## config.mk

```make
export PLATFORM = sky130hd
export DESIGN_NAME = aes_round_ctrl_flat
export DESIGN_NICKNAME = d
export VERILOG_FILES = /design/src/rtl/aes_round_ctrl_if.sv /design/src/rtl/aes_round_ctrl.sv /design/src/flat_wrapper.sv
export SDC_FILE = /design/constraint.sdc
export NUM_CORES = 1
export LEC_CHECK = 0
export CAP_MARGIN = 25
export CORE_MARGIN = 3
export CORE_UTILIZATION = 50
export CTS_BUF_LIST = sky130_fd_sc_hd__clkbuf_4
export CTS_CLUSTER_SIZE = 24
export DETAILED_ROUTE_END_ITERATION = 8
export PLACE_DENSITY = 0.8
export SLEW_MARGIN = 25
export SYNTH_ARGS = -nofsm -noshare
export SYNTH_HDL_FRONTEND = slang
export SYNTH_SLANG_ARGS = --single-unit
```

## constraint.sdc

```tcl
create_clock -name i_clk -period 2 [get_ports i_clk]
set_clock_uncertainty 0.15 [all_clocks]
set_input_delay 0.4 -clock i_clk [delete_from_list [all_inputs] [get_ports i_clk]]
set_output_delay 0.4 -clock i_clk [all_outputs]
set_load 0.01 [all_outputs]
```

## src/rtl/aes_round_ctrl_if.sv

```systemverilog
// rtl/aes_round_ctrl_if.sv - host/datapath bundle for the AES round controller
//
// Purpose: groups the launch request and the round-sequencing outputs of
//          aes_round_ctrl so host, datapath and key schedule share one bundle.
// Parameters:
//   ROUND_W      width of the round index
// Signals:
//   start        host request, a rising edge launches an operation
//   mode         key size: 00=128, 01=192, 10=256, 11=reserved
//   enc_dec      1=encrypt, 0=decrypt
//   abort        cancel a running operation (only with AES_CTRL_ABORT_EN)
//   round        current round-key index
//   step         sub-cycle within the current round
//   first_round  initial AddRoundKey round is active
//   last_round   final round (no MixColumns) is active
//   mode_reg     key size latched at launch
//   enc_dec_reg  direction latched at launch
//   busy         operation in progress
//   done         one-cycle completion pulse
//   err          one-cycle pulse: launch rejected or operation aborted
// Modports: master = host side, slave = controller side.
// Optional feature macro: AES_CTRL_ABORT_EN adds the abort signal.

interface aes_round_ctrl_if #(
    parameter int ROUND_W = 4
) ();
    logic               start;
    logic [1:0]         mode;
    logic               enc_dec;
`ifdef AES_CTRL_ABORT_EN
    logic               abort;
`endif
    logic [ROUND_W-1:0] round;
    logic [2:0]         step;
    logic               first_round;
    logic               last_round;
    logic [1:0]         mode_reg;
    logic               enc_dec_reg;
    logic               busy;
    logic               done;
    logic               err;

    modport master (
`ifdef AES_CTRL_ABORT_EN
        output abort,
`endif
        output start, mode, enc_dec,
        input  round, step, first_round, last_round, mode_reg, enc_dec_reg,
        input  busy, done, err
    );

    modport slave (
`ifdef AES_CTRL_ABORT_EN
        input  abort,
`endif
        input  start, mode, enc_dec,
        output round, step, first_round, last_round, mode_reg, enc_dec_reg,
        output busy, done, err
    );
endinterface

```

## src/rtl/aes_round_ctrl.sv

```systemverilog
// rtl/aes_round_ctrl.sv - parametrised AES-128/192/256 round-sequencing controller
//
// Purpose: sequences the round index (up for encrypt, down for decrypt) and the
//          per-round sub-cycle step for an iterative AES datapath, with a
//          busy/done handshake to the host and an err pulse for rejected launches.
// Parameters:
//   CYC_PER_ROUND  cycles each round index is held (1..8)
//   ROUND_W        width of the round index (>=4)
// Ports:
//   i_clk          clock
//   i_reset        synchronous active-high reset
//   bus            aes_round_ctrl_if slave modport (start/mode/enc_dec in,
//                  round/step/first_round/last_round/mode_reg/enc_dec_reg/
//                  busy/done/err out)
// Optional feature macro: AES_CTRL_ABORT_EN adds bus.abort, which cancels a
//   running operation (back to IDLE, err pulse, no done).

module aes_round_ctrl #(
    parameter int CYC_PER_ROUND = 1,
    parameter int ROUND_W       = 4
) (
    input  logic             i_clk,
    input  logic             i_reset,
    aes_round_ctrl_if.slave  bus
);

    localparam logic [1:0] S_IDLE = 2'd0;
    localparam logic [1:0] S_RUN  = 2'd1;
    localparam logic [1:0] S_DONE = 2'd2;

    localparam logic [2:0] STEP_LAST = 3'(CYC_PER_ROUND - 1);

    logic [1:0]         r_state;
    logic               r_start_prev;
    logic [ROUND_W-1:0] r_round;
    logic [2:0]         r_step;
    logic [1:0]         r_mode_reg;
    logic               r_enc_dec_reg;
    logic               r_err;

    logic               w_start_edge;
    logic               w_mode_ok;
    logic [ROUND_W-1:0] w_nr;
    logic               w_step_last;
    logic               w_at_first;
    logic               w_at_final;

    // Round count for a key size; the reserved code never reaches RUN.
    function automatic logic [ROUND_W-1:0] f_nr(input logic [1:0] m);
        case (m)
            2'b01:   f_nr = ROUND_W'(12);
            2'b10:   f_nr = ROUND_W'(14);
            default: f_nr = ROUND_W'(10);
        endcase
    endfunction

    assign w_start_edge = bus.start & ~r_start_prev;
    assign w_mode_ok    = (bus.mode != 2'b11);
    assign w_nr         = f_nr(r_mode_reg);
    assign w_step_last  = (r_step == STEP_LAST);
    // Decrypt walks the key schedule backwards, so first/final swap ends.
    assign w_at_first   = (r_round == (r_enc_dec_reg ? '0 : w_nr));
    assign w_at_final   = (r_round == (r_enc_dec_reg ? w_nr : '0));

    always_ff @(posedge i_clk) begin
        if (i_reset) begin
            r_state       <= S_IDLE;
            r_start_prev  <= 1'b0;
            r_round       <= '0;
            r_step        <= 3'd0;
            r_mode_reg    <= 2'b00;
            r_enc_dec_reg <= 1'b1;
            r_err         <= 1'b0;
        end else begin
            r_start_prev <= bus.start;
            r_err        <= 1'b0;
            case (r_state)
                S_IDLE, S_DONE: begin
                    // DONE accepts a launch too, giving back-to-back operations.
                    if (w_start_edge && w_mode_ok) begin
                        r_state       <= S_RUN;
                        r_mode_reg    <= bus.mode;
                        r_enc_dec_reg <= bus.enc_dec;
                        r_step        <= 3'd0;
                        r_round       <= bus.enc_dec ? '0 : f_nr(bus.mode);
                    end else begin
                        r_state <= S_IDLE;
                        if (w_start_edge) begin
                            r_err <= 1'b1;
                        end
                    end
                end
                S_RUN: begin
`ifdef AES_CTRL_ABORT_EN
                    if (bus.abort) begin
                        r_state <= S_IDLE;
                        r_round <= '0;
                        r_step  <= 3'd0;
                        r_err   <= 1'b1;
                    end else
`endif
                    if (w_step_last) begin
                        r_step <= 3'd0;
                        // Final round holds its index so DONE still shows it.
                        if (w_at_final) begin
                            r_state <= S_DONE;
                        end else begin
                            r_round <= r_enc_dec_reg ? r_round + ROUND_W'(1)
                                                     : r_round - ROUND_W'(1);
                        end
                    end else begin
                        r_step <= r_step + 3'd1;
                    end
                end
                default: r_state <= S_IDLE;
            endcase
        end
    end

    assign bus.round       = r_round;
    assign bus.step        = r_step;
    assign bus.busy        = (r_state == S_RUN);
    assign bus.done        = (r_state == S_DONE);
    assign bus.first_round = bus.busy & w_at_first;
    assign bus.last_round  = bus.busy & w_at_final;
    assign bus.mode_reg    = r_mode_reg;
    assign bus.enc_dec_reg = r_enc_dec_reg;
    assign bus.err         = r_err;

endmodule
```

## src/flat_wrapper.sv

```systemverilog
// flat-port wrapper written by rule: the top's interface ports become plain ports
module aes_round_ctrl_flat 
#(
    parameter int CYC_PER_ROUND = 1,
    parameter int ROUND_W       = 4
)
  (i_clk, i_reset, bus_start, bus_mode, bus_enc_dec, bus_round, bus_step, bus_first_round, bus_last_round, bus_mode_reg, bus_enc_dec_reg, bus_busy, bus_done, bus_err);
  aes_round_ctrl_if #(.ROUND_W(ROUND_W)) bus_i ();
  input  logic i_clk;
  input  logic i_reset;
  input wire logic [$bits(bus_i.start)-1:0] bus_start;
  input wire logic [$bits(bus_i.mode)-1:0] bus_mode;
  input wire logic [$bits(bus_i.enc_dec)-1:0] bus_enc_dec;
  output wire logic [$bits(bus_i.round)-1:0] bus_round;
  output wire logic [$bits(bus_i.step)-1:0] bus_step;
  output wire logic [$bits(bus_i.first_round)-1:0] bus_first_round;
  output wire logic [$bits(bus_i.last_round)-1:0] bus_last_round;
  output wire logic [$bits(bus_i.mode_reg)-1:0] bus_mode_reg;
  output wire logic [$bits(bus_i.enc_dec_reg)-1:0] bus_enc_dec_reg;
  output wire logic [$bits(bus_i.busy)-1:0] bus_busy;
  output wire logic [$bits(bus_i.done)-1:0] bus_done;
  output wire logic [$bits(bus_i.err)-1:0] bus_err;
  assign bus_i.start = bus_start;
  assign bus_i.mode = bus_mode;
  assign bus_i.enc_dec = bus_enc_dec;
  assign bus_round = bus_i.round;
  assign bus_step = bus_i.step;
  assign bus_first_round = bus_i.first_round;
  assign bus_last_round = bus_i.last_round;
  assign bus_mode_reg = bus_i.mode_reg;
  assign bus_enc_dec_reg = bus_i.enc_dec_reg;
  assign bus_busy = bus_i.busy;
  assign bus_done = bus_i.done;
  assign bus_err = bus_i.err;
  aes_round_ctrl #(.CYC_PER_ROUND(CYC_PER_ROUND), .ROUND_W(ROUND_W)) u_core (.i_clk(i_clk), .i_reset(i_reset), .bus(bus_i));
endmodule
```

=== Word level (Yosys, flattened, before mapping) ===
Index checks and enable logic that the tools add are counted.

* Add/sub/neg operators: 3
* Multipliers: 0
* Divide/modulo/power cells: 0
* $lt $le $gt $ge: 0
* Equality and inequality tests: 13
* Shifts and indexed selects: 0
* Mux-type cells: 18
* Bitwise gates (word level): 5
* Reductions and logical operators: 10

{| class="wikitable"
|+ Operators with widths
! operator !! number
|-
| $mux 4 || 7
|-
| $pmux 3 s2 || 3
|-
| $eq 4x4->1 || 2
|-
| $ne 2x2->1 const B || 4
|-
| $pmux 4 s2 || 1
|-
| $eq 2x1->1 const B || 3
|-
| $eq 2x2->1 const B || 3
|-
| $mux 3 || 2
|-
| $reduce_and 2->1 || 3
|-
| $add 4x1->4 const B || 1
|-
| $mux 2 || 2
|-
| $pmux 2 s2 || 1
|-
| $reduce_and 4->1 || 1
|-
| $sub 4x1->4 const B || 1
|-
| $add 3x1->3 const B || 1
|-
| $and 1x1->1 || 3
|-
| $logic_not 3->1 || 1
|-
| $reduce_or 3->1 || 1
|-
| $logic_not 2->1 || 1
|-
| $mux 1 || 2
|-
| $ne 2x1->1 const B || 1
|-
| $not 1->1 || 2
|-
| $reduce_bool 2->1 || 1
|-
| $reduce_or 2->1 || 1
|-
| $logic_and 1x1->1 || 1
|}

* Flip-flop bits (word level): 14
* Latch bits: 0
* Memory bits (writable): 0
* Memory bits (read-only): 0
* Bits of input ports: 6
* Output and inout port bits: 15
* Memories: 0

=== Depth between registers and ports, before layout ===
Gate-level depths: netlist (run 1).

* Word-level depth: 7
* Depth in mapped cells: 6
* Mapped depth without buffers: 6

=== Worst setup path before layout (run 1) ===
Ideal clock, no wire load.

* Path kind: reg-to-output
* Start: reg u_core.r_mode_reg[1], in the netlist u_core.bus.mode_reg[1]
* End: out bus_last_round
* Data arrival time: 1.498 ns
* Path slack: -0.048 ns
* Cell stages (with the launch flop): 7
* Buffers on the path: 0
* Cell sequence: dfxtp_1 inv_1 ha_1 xor2_1 a41oi_1 or2_1 nor2_1

* Longest elaborated chain between the ends: 5
* Elaborated cells on any way between the ends: 6
* Those cells by class: 3 x eq/ne; 2 x mux; 1 x bitwise

{| class="wikitable"
|+ RTL lines
! item !! RTL line !! RTL
|-
| start: declaration || aes_round_ctrl.sv:37 || <nowiki>logic [1:0] r_mode_reg;</nowiki>
|-
| start signal: assignment || aes_round_ctrl.sv:82 || <nowiki>r_mode_reg <= bus.mode;</nowiki>
|-
| $eq 2x2->1 or $eq 2x1->1 (tied branches) || aes_round_ctrl.sv:50 || <nowiki>case (m)</nowiki>
|-
| $pmux 3 s2 (*) || aes_round_ctrl.sv:50 ||
|-
| $mux 4 (*) || aes_round_ctrl.sv:63 || <nowiki>assign w_at_final = (r_round == (r_enc_dec_reg ? w_nr : '0));</nowiki>
|-
| $eq 4x4->1 (*) || aes_round_ctrl.sv:63 ||
|-
| $and 1x1->1 (*) || aes_round_ctrl.sv:125 || <nowiki>assign bus.last_round = bus.busy & w_at_final;</nowiki>
|-
| end: declaration || flat_wrapper.sv:17 || <nowiki>output wire logic [$bits(bus_i.last_round)-1:0] bus_last_round;</nowiki>
|}

Every way passes the cells marked *; elsewhere a longest branch is shown, timed or not.

=== Worst setup path in the final report (run 1) ===
Same ends and word-level chain as after synthesis.

==> results of run 1 <==
[cell usage after synthesis (2+ instances only)]
cell	count	share of area [%]
buf_4	2	1.7
a211oi_1	4	3.4
a21oi_1	7	4.0
a31oi_1	2	1.4
nand2_1	6	2.6
nor2b_1	3	2.1
nand3_1	6	3.4
dfxtp_1	14	32
ha_1	7	10
o21ai_0	3	1.7
inv_1	7	3.0
xor2_1	4	4.0
nor3_1	3	1.7
nor2_1	12	5.2
a21o_1	2	1.7
[area by class of cell]
type                            instances  share of cell area, %
Multi-Input combinational cell         78                  44.72
Tap cell                               16                  1.494
Sequential cell                        14                  21.10
Clock buffer                            3                  1.681
Timing Repair Buffer                   45                  28.48
Clock inverter                          1                 0.2801
Inverter                                8                  2.241
[what timing repair did]
item	4_1_cts	5_1_grt
hold buffers	0	0
buffers inserted	1	0
setup endpoints to repair	4	7
pin swaps	6	0
resized for setup	13	6
[tightest hold or removal path, stage by stage, from the launching register on]
cell     delay (ns)
dfxtp_1        0.35
o21ai_1        0.08
a21oi_1        0.06
[cell usage in the layout (no fill, tap or decap), types with 2 or more instances in the layout]
| cell | count |
|---|---|
| dlymetal6s2s_1 | 2 |
| ha_1 | 5 |
| clkbuf_4 | 3 |
| dfxtp_2 | 2 |
| a211oi_2 | 2 |
| dfxtp_1 | 12 |
| clkdlybuf4s50_1 | 15 |
| inv_2 | 2 |
| a21oi_1 | 6 |
| a211oi_1 | 2 |
| xor2_1 | 3 |
| buf_2 | 2 |
| ha_4 | 2 |
| buf_4 | 25 |
| nor3_1 | 3 |
| o21ai_0 | 3 |
| nand2_1 | 6 |
| a21o_1 | 2 |
| nand3_1 | 6 |
| nor2b_1 | 3 |
| inv_1 | 6 |
| a31oi_1 | 2 |
| nor2_1 | 11 |
[kinds of logic (layout without fill, tap and decap cells)]
kind of cell / after synthesis / after routing / synth area share (%)
simple gates: 41 / 41 / 27.08
compound gates: 23 / 23 / 16.62
flops: 14 / 14 / 32.09
buf+inv: 11 / 57 / 5.730
fa+ha+maj: 8 / 8 / 12.32
xor+xnor: 5 / 5 / 5.014
mux: 1 / 1 / 1.146
[power breakdown]
| part | total (mW) | internal, mW | switching, mW |
|---|---|---|---|
| logic | 0.348 | 0.180 | 0.167 |
| registers | 0.318 | 0.298 | 0.0202 |
| clock network | 0.175 | 0.0726 | 0.102 |
[per-stage QoR]
stage	std cells	instance area, um^2	TNS, ns
floorplan	103	892.1	0
global placement	160	1272	-0.9320
detailed placement	160	1272	-1.304
CTS	165	1309	-0.4843
global route	165	1340	-0.7807
finish	165	1340	-0.5153
[per-layer routing]
metal / GRT usage, % / routed length [um] / vias up
li1: - / - / 455
met1: 31.29 / 1052 / 439
met2: 39.58 / 1196 / 41
met3: 3.383 / 130 / 6
met4: 9.677 / 50 / 0
met5: 0 / 0 / -
[how the worst max path moves through the flow]
stage                     slack (ns)                   start  depth (start not counted)              to
after global placement         -0.44  u_core.bus.mode_reg[1]                          7  bus_last_round
after CTS                      -0.27  u_core.bus.mode_reg[1]                          7  bus_last_round
after global routing           -0.35  u_core.bus.mode_reg[1]                          7  bus_last_round
after floorplan                 0.01  u_core.bus.mode_reg[1]                          6  bus_last_round
final                          -0.27  u_core.bus.mode_reg[1]                          7  bus_last_round
after detailed placement       -0.48  u_core.bus.mode_reg[1]                          7  bus_last_round
==> impl_metrics.json, run 1 <==
{
  "hold_depth": 2,
  "hold_path_class": "flip-flop to flip-flop",
  "setup_ws_ns": -0.2666,
  "vias": 941,
  "path_clk_slew_ns": 0.09,
  "cp-end-kind": "primary output",
  "rr_endpoint": "u_core.bus.round[1]",
  "place.port_buffers": 20,
  "grt_util_all_layers_pct": 24.01,
  "grt_pass1_wl_mm": 3.808,
  "violations": "setup timing",
  "post-place-ws_ns": -0.4783,
  "yosysSeqAreaShare_pct": 32.09,
  "coreArea_mm2": 0.001577,
  "power.density_mw_per_mm2": 627.3,
  "syn_inst": 103,
  "overflow": 0,
  "total_power_uw": 840.7,
  "fin_util_pct": 85.00,
  "hold_ws_ns": 0.3785,
  "report.final.slew_viol_count": 0,
  "fin_crit_sh_pct": 113.3,
  "clock-sinks": 14,
  "cap_violations": 0,
  "cp_data_required_time_ns": 1.45,
  "synth_flop_cell": "dfxtp_1",
  "drtAntennaViolNets": 0,
  "start_kind": "flip-flop",
  "place_hpwl_mm": 1.853,
  "syn_to_final_growth_pct": 53.44,
  "crit_family": "simple AND/OR/NAND/NOR gates",
  "vias_per_cell": 5.703,
  "first_pass_iters": 6,
  "reg2reg_slack_ns": 0.09,
  "first_global_vias": 869,
  "gp_congestion": 0.8943,
  "path_max_fanout": 2,
  "clockRootBuffer": "clkbuf_4",
  "clockBufferDepth": 2,
  "r2r_start": "u_core.bus.mode_reg[1]",
  "ys_ff_latch": 14,
  "slew_headroom_pct": 77.55,
  "ys_types": 36,
  "fmax_ghz": 0.4412,
  "min_to": "u_core.bus.step[2]",
  "reg2regPathDepth": 8,
  "worstMarginPinSlew_ns": 0.3340,
  "cp_slowest_cell": "dfxtp_2",
  "nNetsFinal": 164,
  "multiInputGateArea_um2": 599.3,
  "seq_area_um2": 282.8,
  "largest_reg_flops": 4,
  "drive_gt1_share_pct": 30.20,
  "crit_chain": "inv_2, ha_4, xor2_2, a41oi_2, or2_1, nor2_2, buf_2",
  "hold_start": "u_core.bus.step[2]",
  "row_count": 14,
  "setup_violations": 2,
  "min_period_ns": 2.267,
  "finalHoldViolCount": 0,
  "syn_nets": 117,
  "outcome": "complete, but fails checks",
  "tritoncts": "built",
  "syn_area_per_cell_um2": 8.479,
  "antenna_cells": 0,
  "synth-edff-count": 0,
  "start_util_pct": 55.40,
  "cp.buffers_inverters": 2,
  "grt_max_degree": 9,
  "vdd_ir_drop_max_v": 0.0004858,
  "nFillCells": 96,
  "die_h_um": 47.80,
  "io_pins": 21,
  "drt_iter0_markers": 40,
  "die_w_um": 47.80,
  "die_area_mm2": 0.002284,
  "clk_latency_ns": 0.29,
  "synth_area_um2": 873.3,
  "drcViolationCount": 0,
  "ys_warn_count": 0,
  "grt_antenna_before_repair": 0,
  "crit_type": "flip-flop to primary output",
  "critical_path.max_stage_delay_ns": 0.34,
  "htreeDepth": 1,
  "async_flop_share_pct": 0,
  "p_leak_nw": 0.6157,
  "crit_arrival_ns": 1.72,
  "drt-total-wl_mm": 2.430,
  "wl_per_cell_um": 14.73,
  "grt_setup_unrepaired": "true",
  "cts_made_buffers": 3
}
No activity file was read; power rests on OpenSTA's default activity.
==> run 2, diff against run 1 <==
--- a/config.mk
+++ b/config.mk
@@ -12,6 +12,7 @@
 export CTS_CLUSTER_SIZE = 24
 export DETAILED_ROUTE_END_ITERATION = 8
 export PLACE_DENSITY = 0.8
+export RECOVER_POWER = 50
 export SLEW_MARGIN = 25
 export SYNTH_ARGS = -nofsm -noshare
 export SYNTH_HDL_FRONTEND = slang
==> run 2 against run 1 <==
- the flow still finishes with violations (setup timing)
- critical path depth is the same
- count of clock-buffer cells in the layout is the same
- combinational power is essentially flat
- register-to-register slack is essentially flat
- sequential share of layout area grew 0.079 points
- fmax shrank 0.48%
- non-clock buffer count is the same
- setup slack lost 0.011 ns
- sequential cell count is the same
- hold slack gained 0.0026 ns
- global-route usage is the same
- sequential power is essentially flat
==> impl_metrics.json, run 2 (synthesis gave the netlist of run 1 again) <==
{
  "outcome": "complete, but fails checks",
  "violations": "setup timing",
  "grt_use_met2_pct": 39.58,
  "use_met3_pct": 3.383,
  "total_power_uw": 846.8,
  "start_util_pct": 55.40,
  "clockRootBuffer": "clkbuf_4",
  "cp_slowest_cell": "dfxtp_2",
  "coreArea_mm2": 0.001577,
  "largest_reg_flops": 4,
  "grt_antenna_before_repair": 0,
  "grt_max_degree": 9,
  "vias_per_cell": 5.685,
  "cts_hold_buffers": 0,
  "path_max_fanout": 2,
  "crit_start": "u_core.bus.mode_reg[1]",
  "die_h_um": 47.80,
  "place_hpwl_mm": 1.853,
  "critical_path.max_stage_delay_ns": 0.34,
  "path_depth": 7,
  "antenna_cells": 0,
  "drtAntennaViolNets": 0,
  "nNetsFinal": 164,
  "post-place-ws_ns": -0.4783,
  "clockBufferDepth": 2,
  "io_pins": 21,
  "setup_violations": 3,
  "syn_to_final_growth_pct": 52.87,
  "dp.cells": 160,
  "overflow": 0,
  "crit_arrival_ns": 1.73,
  "cp-end-kind": "primary output",
  "first_global_vias": 869,
  "wl_per_cell_um": 14.65,
  "vias": 938,
  "hold_start": "u_core.bus.step[2]",
  "row_count": 14,
  "place.port_buffers": 20,
  "grt_util_all_layers_pct": 24.01,
  "cts_made_buffers": 3,
  "cp.buffers_inverters": 2,
  "clock-sinks": 14,
  "grt_setup_unrepaired": "true",
  "r2r_start": "u_core.bus.mode_reg[1]",
  "final_common_cell": "buf_4",
  "fmax_ghz": 0.4391,
  "first_pass_iters": 4,
  "die_w_um": 47.80,
  "hold_depth": 2,
  "min_period_ns": 2.278,
  "setup_ws_ns": -0.2776,
  "slew_headroom_pct": 77.55,
  "reg2regPathDepth": 8,
  "fin_util_pct": 84.68,
  "cp_data_required_time_ns": 1.45,
  "drive_gt1_share_pct": 30.20,
  "finalNonFillerCells": 165,
  "drt-total-wl_mm": 2.417,
  "grt_pass1_wl_mm": 3.808,
  "p_leak_nw": 0.5811,
  "clk_latency_ns": 0.30,
  "tritoncts": "built",
  "report.final.slew_viol_count": 0,
  "worstMarginPinSlew_ns": 0.3339,
  "vdd_ir_drop_max_v": 0.0004910,
  "crit_chain": "inv_2, ha_4, xor2_2, a41oi_2, or2_1, nor2_2, buf_2",
  "cap_violations": 0,
  "mostFrequentLayoutCells": "25 x buf_4, 14 x clkdlybuf4s50_1, 12 x dfxtp_1, 11 x nor2_1",
  "htreeDepth": 1,
  "drt_iter0_markers": 52,
  "gp_congestion": 0.8943,
  "busiest_layer": "met2",
  "hold_path_class": "flip-flop to flip-flop",
  "crit_type": "flip-flop to primary output",
  "path_clk_slew_ns": 0.09,
  "power.density_mw_per_mm2": 634.3,
  "fin_crit_sh_pct": 113.9,
  "setup_tns_ns": -0.5498,
  "drcViolationCount": 0,
  "finalHoldViolCount": 0,
  "crit_family": "simple AND/OR/NAND/NOR gates",
  "gr-usage-met1_pct": 31.29,
  "start_kind": "flip-flop",
  "die_area_mm2": 0.002284
}
## run 2: area by class of cell
class,instances,area [um^2]
fill,96,241.5
clock inverter,1,3.754
clock buffer,3,22.52
timing repair buffer,45,376.6
tap,16,20.02
multi-input combinational,78,599.3
sequential,14,282.8
inverter,8,30.03
## run 2: final timing paths
check	endpoint	slack [ns]
worst max-delay path	bus_last_round	-0.28
worst min-delay path	u_core.bus.step[2]	0.38
worst max register to register	u_core.bus.round[1]	0.08
worst min register to register	u_core.bus.step[2]	0.38
## run 2: what timing repair did
item,4_1_cts,5_1_grt
endpoints found under the setup margin,4,7
endpoints found under the hold margin,0,0
pin swaps,6,0
resized for setup,13,6
buffers inserted,1,0
## run 2: where the power goes
part | leakage (nW) | internal, mW | switching, mW
combinational | 0.450 | 0.180 | 0.166
sequential | 0.115 | 0.298 | 0.0202
clock | 0.0154 | 0.0729 | 0.110
## run 2: routing by layer
layer	wire [um]	up-vias
li1	-	455
met1	1001	434
met2	1185	41
met3	180	8
met4	50	0
met5	0	-
## run 2: worst min-delay path: cells and delay by family (launching register included)
kind	cells	cell delay, ns
flops	1	0.35
compound gates	2	0.14
## run 2: stage by stage
step / hold slack [ns] / area, um^2
3_3_place_gp: 0.3448 / 1272
3_5_place_dp: 0.3689 / 1272
5_1_grt: 0.4084 / 1335
6_report: 0.3811 / 1335
4_1_cts: 0.3818 / 1309
2_1_floorplan: 0.3294 / 892.1
==> run 3, diff against run 2 <==
--- a/config.mk
+++ b/config.mk
@@ -7,11 +7,10 @@
 export LEC_CHECK = 0
 export CAP_MARGIN = 25
 export CORE_MARGIN = 3
-export CORE_UTILIZATION = 50
+export CORE_UTILIZATION = 27
 export CTS_BUF_LIST = sky130_fd_sc_hd__clkbuf_4
 export CTS_CLUSTER_SIZE = 24
 export DETAILED_ROUTE_END_ITERATION = 8
-export PLACE_DENSITY = 0.8
 export RECOVER_POWER = 50
 export SLEW_MARGIN = 25
 export SYNTH_ARGS = -nofsm -noshare
==> run 3 against run 2 <==
- the run still ends with setup timing left
- count of clock-buffer cells in the layout did not move
- first-iteration DRC count is 58% lower
- utilization is 40 points lower
- combinational power is 2% higher
- critical path type unchanged
- largest cell class unchanged
- largest power group unchanged
- highest routed layer unchanged
==> impl_metrics.json, run 3 (synthesis gave the netlist of run 1 again) <==
{
  "p_leak_nw": 0.5871,
  "clockBufferDepth": 2,
  "crit_type": "flip-flop to primary output",
  "post-place-ws_ns": -0.4656,
  "syn_to_final_growth_pct": 58.02,
  "grt_antenna_before_repair": 0,
  "place.port_buffers": 20,
  "cp_data_required_time_ns": 1.45,
  "min_period_ns": 2.253,
  "die_h_um": 62.88,
  "clock-sinks": 14,
  "first_pass_iters": 4,
  "reg2regPathDepth": 8,
  "row_count": 20,
  "vdd_ir_drop_max_v": 0.0002247,
  "place_hpwl_mm": 1.881,
  "coreArea_mm2": 0.003078,
  "grt_util_all_layers_pct": 13.52,
  "setup_violations": 3,
  "vias": 898,
  "slew_headroom_pct": 77.73,
  "grt_max_degree": 9,
  "fmax_ghz": 0.4438,
  "overflow": 0,
  "worstMarginPinSlew_ns": 0.3315,
  "grt_pass1_wl_mm": 4.347,
  "drtAntennaViolNets": 0,
  "drive_gt1_share_pct": 33.33,
  "gp_congestion": 0.8338,
  "crit_arrival_ns": 1.70,
  "io_pins": 21,
  "vias_per_cell": 4.629,
  "wl_per_cell_um": 12.80,
  "die_area_mm2": 0.003953,
  "die_w_um": 62.88,
  "violations": "setup timing",
  "start_kind": "flip-flop",
  "grt_setup_unrepaired": "true",
  "nFillCells": 313,
  "hold_ws_ns": 0.3602,
  "antenna_cells": 0,
  "first_global_vias": 964,
  "nNetsFinal": 165,
  "start_util_pct": 28.37,
  "power.density_mw_per_mm2": 606.7,
  "hold_path_class": "flip-flop to flip-flop",
  "fin_util_pct": 44.84,
  "drcViolationCount": 0,
  "clk_latency_ns": 0.28,
  "mostFrequentLayoutCells": "23 x buf_4, 12 x clkdlybuf4s50_1, 11 x nor2_1, 10 x dfxtp_1",
  "drt_iter0_markers": 22,
  "fin_crit_sh_pct": 112.7,
  "hold_depth": 2,
  "drt-total-wl_mm": 2.483,
  "report.final.slew_viol_count": 0,
  "finalHoldViolCount": 0,
  "htreeDepth": 1,
  "setup_ws_ns": -0.2535,
  "cap_violations": 0,
  "final_common_cell": "buf_4",
  "path_clk_slew_ns": 0.09,
  "outcome": "complete, but fails checks",
  "clockRootBuffer": "clkbuf_4",
  "cts_made_buffers": 3,
  "cts_hold_buffers": 0,
  "largest_reg_flops": 4,
  "tritoncts": "built",
  "path_max_fanout": 2,
  "cp-end-kind": "primary output"
}
==> run 3: cell types whose count changed in the layout (fill, tap and decap cells not counted), moves of 2 or more <==
cell	change
clkdlybuf4s25_1	-2
clkdlybuf4s50_1	-2
buf_4	-2
a31oi_1	-2
dlygate4sd3_1	+3
clkbuf_4	+2
dfxtp_2	+2
dfxtp_1	-2
==> run 3: routing by layer <==
layer	vias up	global-route usage, %	wire length (um)
li1	453	-	-
met1	427	15.87	1150
met2	16	23.98	1207
met3	2	4.317	111
met4	0	2.479	14
met5	-	0	0
==> run 3: worst paths after layout <==
path	slack, ns	to	from
setup reg to reg	0.04	u_core.bus.round[3]	u_core.bus.enc_dec_reg
hold reg to reg	0.36	u_core.bus.step[1]	u_core.bus.step[1]
setup / recovery	-0.25	bus_last_round	u_core.bus.mode_reg[1]
hold / removal	0.36	u_core.bus.step[1]	u_core.bus.step[1]
==> run 3: stage by stage <==
| step | power (mW) | TNS (ns) | std cells | area [um^2] |
|---|---|---|---|---|
| after floorplan | 0.4866 | 0 | 103 | 892.1 |
| after global placement | 0.6363 | -1.070 | 186 | 1292 |
| after detailed placement | 0.6414 | -1.300 | 186 | 1292 |
| after CTS | 0.8208 | -0.4448 | 193 | 1346 |
| after global routing | 0.8968 | -1.194 | 194 | 1380 |
| final | 0.8374 | -0.5213 | 194 | 1380 |
==> run 3: where the power goes <==
part           switching, mW  internal [mW]
registers             0.0189          0.299
clock network         0.0947         0.0724
logic                  0.172          0.180
total                  0.286          0.552
==> run 3: cell type report <==
| cell class | instances | area (um^2) | area share (%) |
|---|---|---|---|
| clock buffer | 3 | 22.52 | 1.632 |
| tap | 44 | 55.05 | 3.989 |
| clock inverter | 1 | 3.754 | 0.2720 |
| sequential | 14 | 285.3 | 20.67 |
| timing repair buffer | 46 | 375.4 | 27.20 |
| multi-input combinational | 78 | 608.1 | 44.06 |
| inverter | 8 | 30.03 | 2.176 |
==> run 3: repair_timing <==
action                                  in CTS  in global routing
buffers inserted                             3                  1
pin swaps                                    6                  1
gates resized for setup                     13                 10
endpoints found under the setup margin       4                  7
==> run 3: critical path, stage by stage (launching register included) <==
cell and delay, ns:
dfxtp_2 0.34, inv_2 0.05, ha_4 0.26, xor2_2 0.16, a41oi_2 0.14, or2_1 0.26
nor2_2 0.08, buf_2 0.13
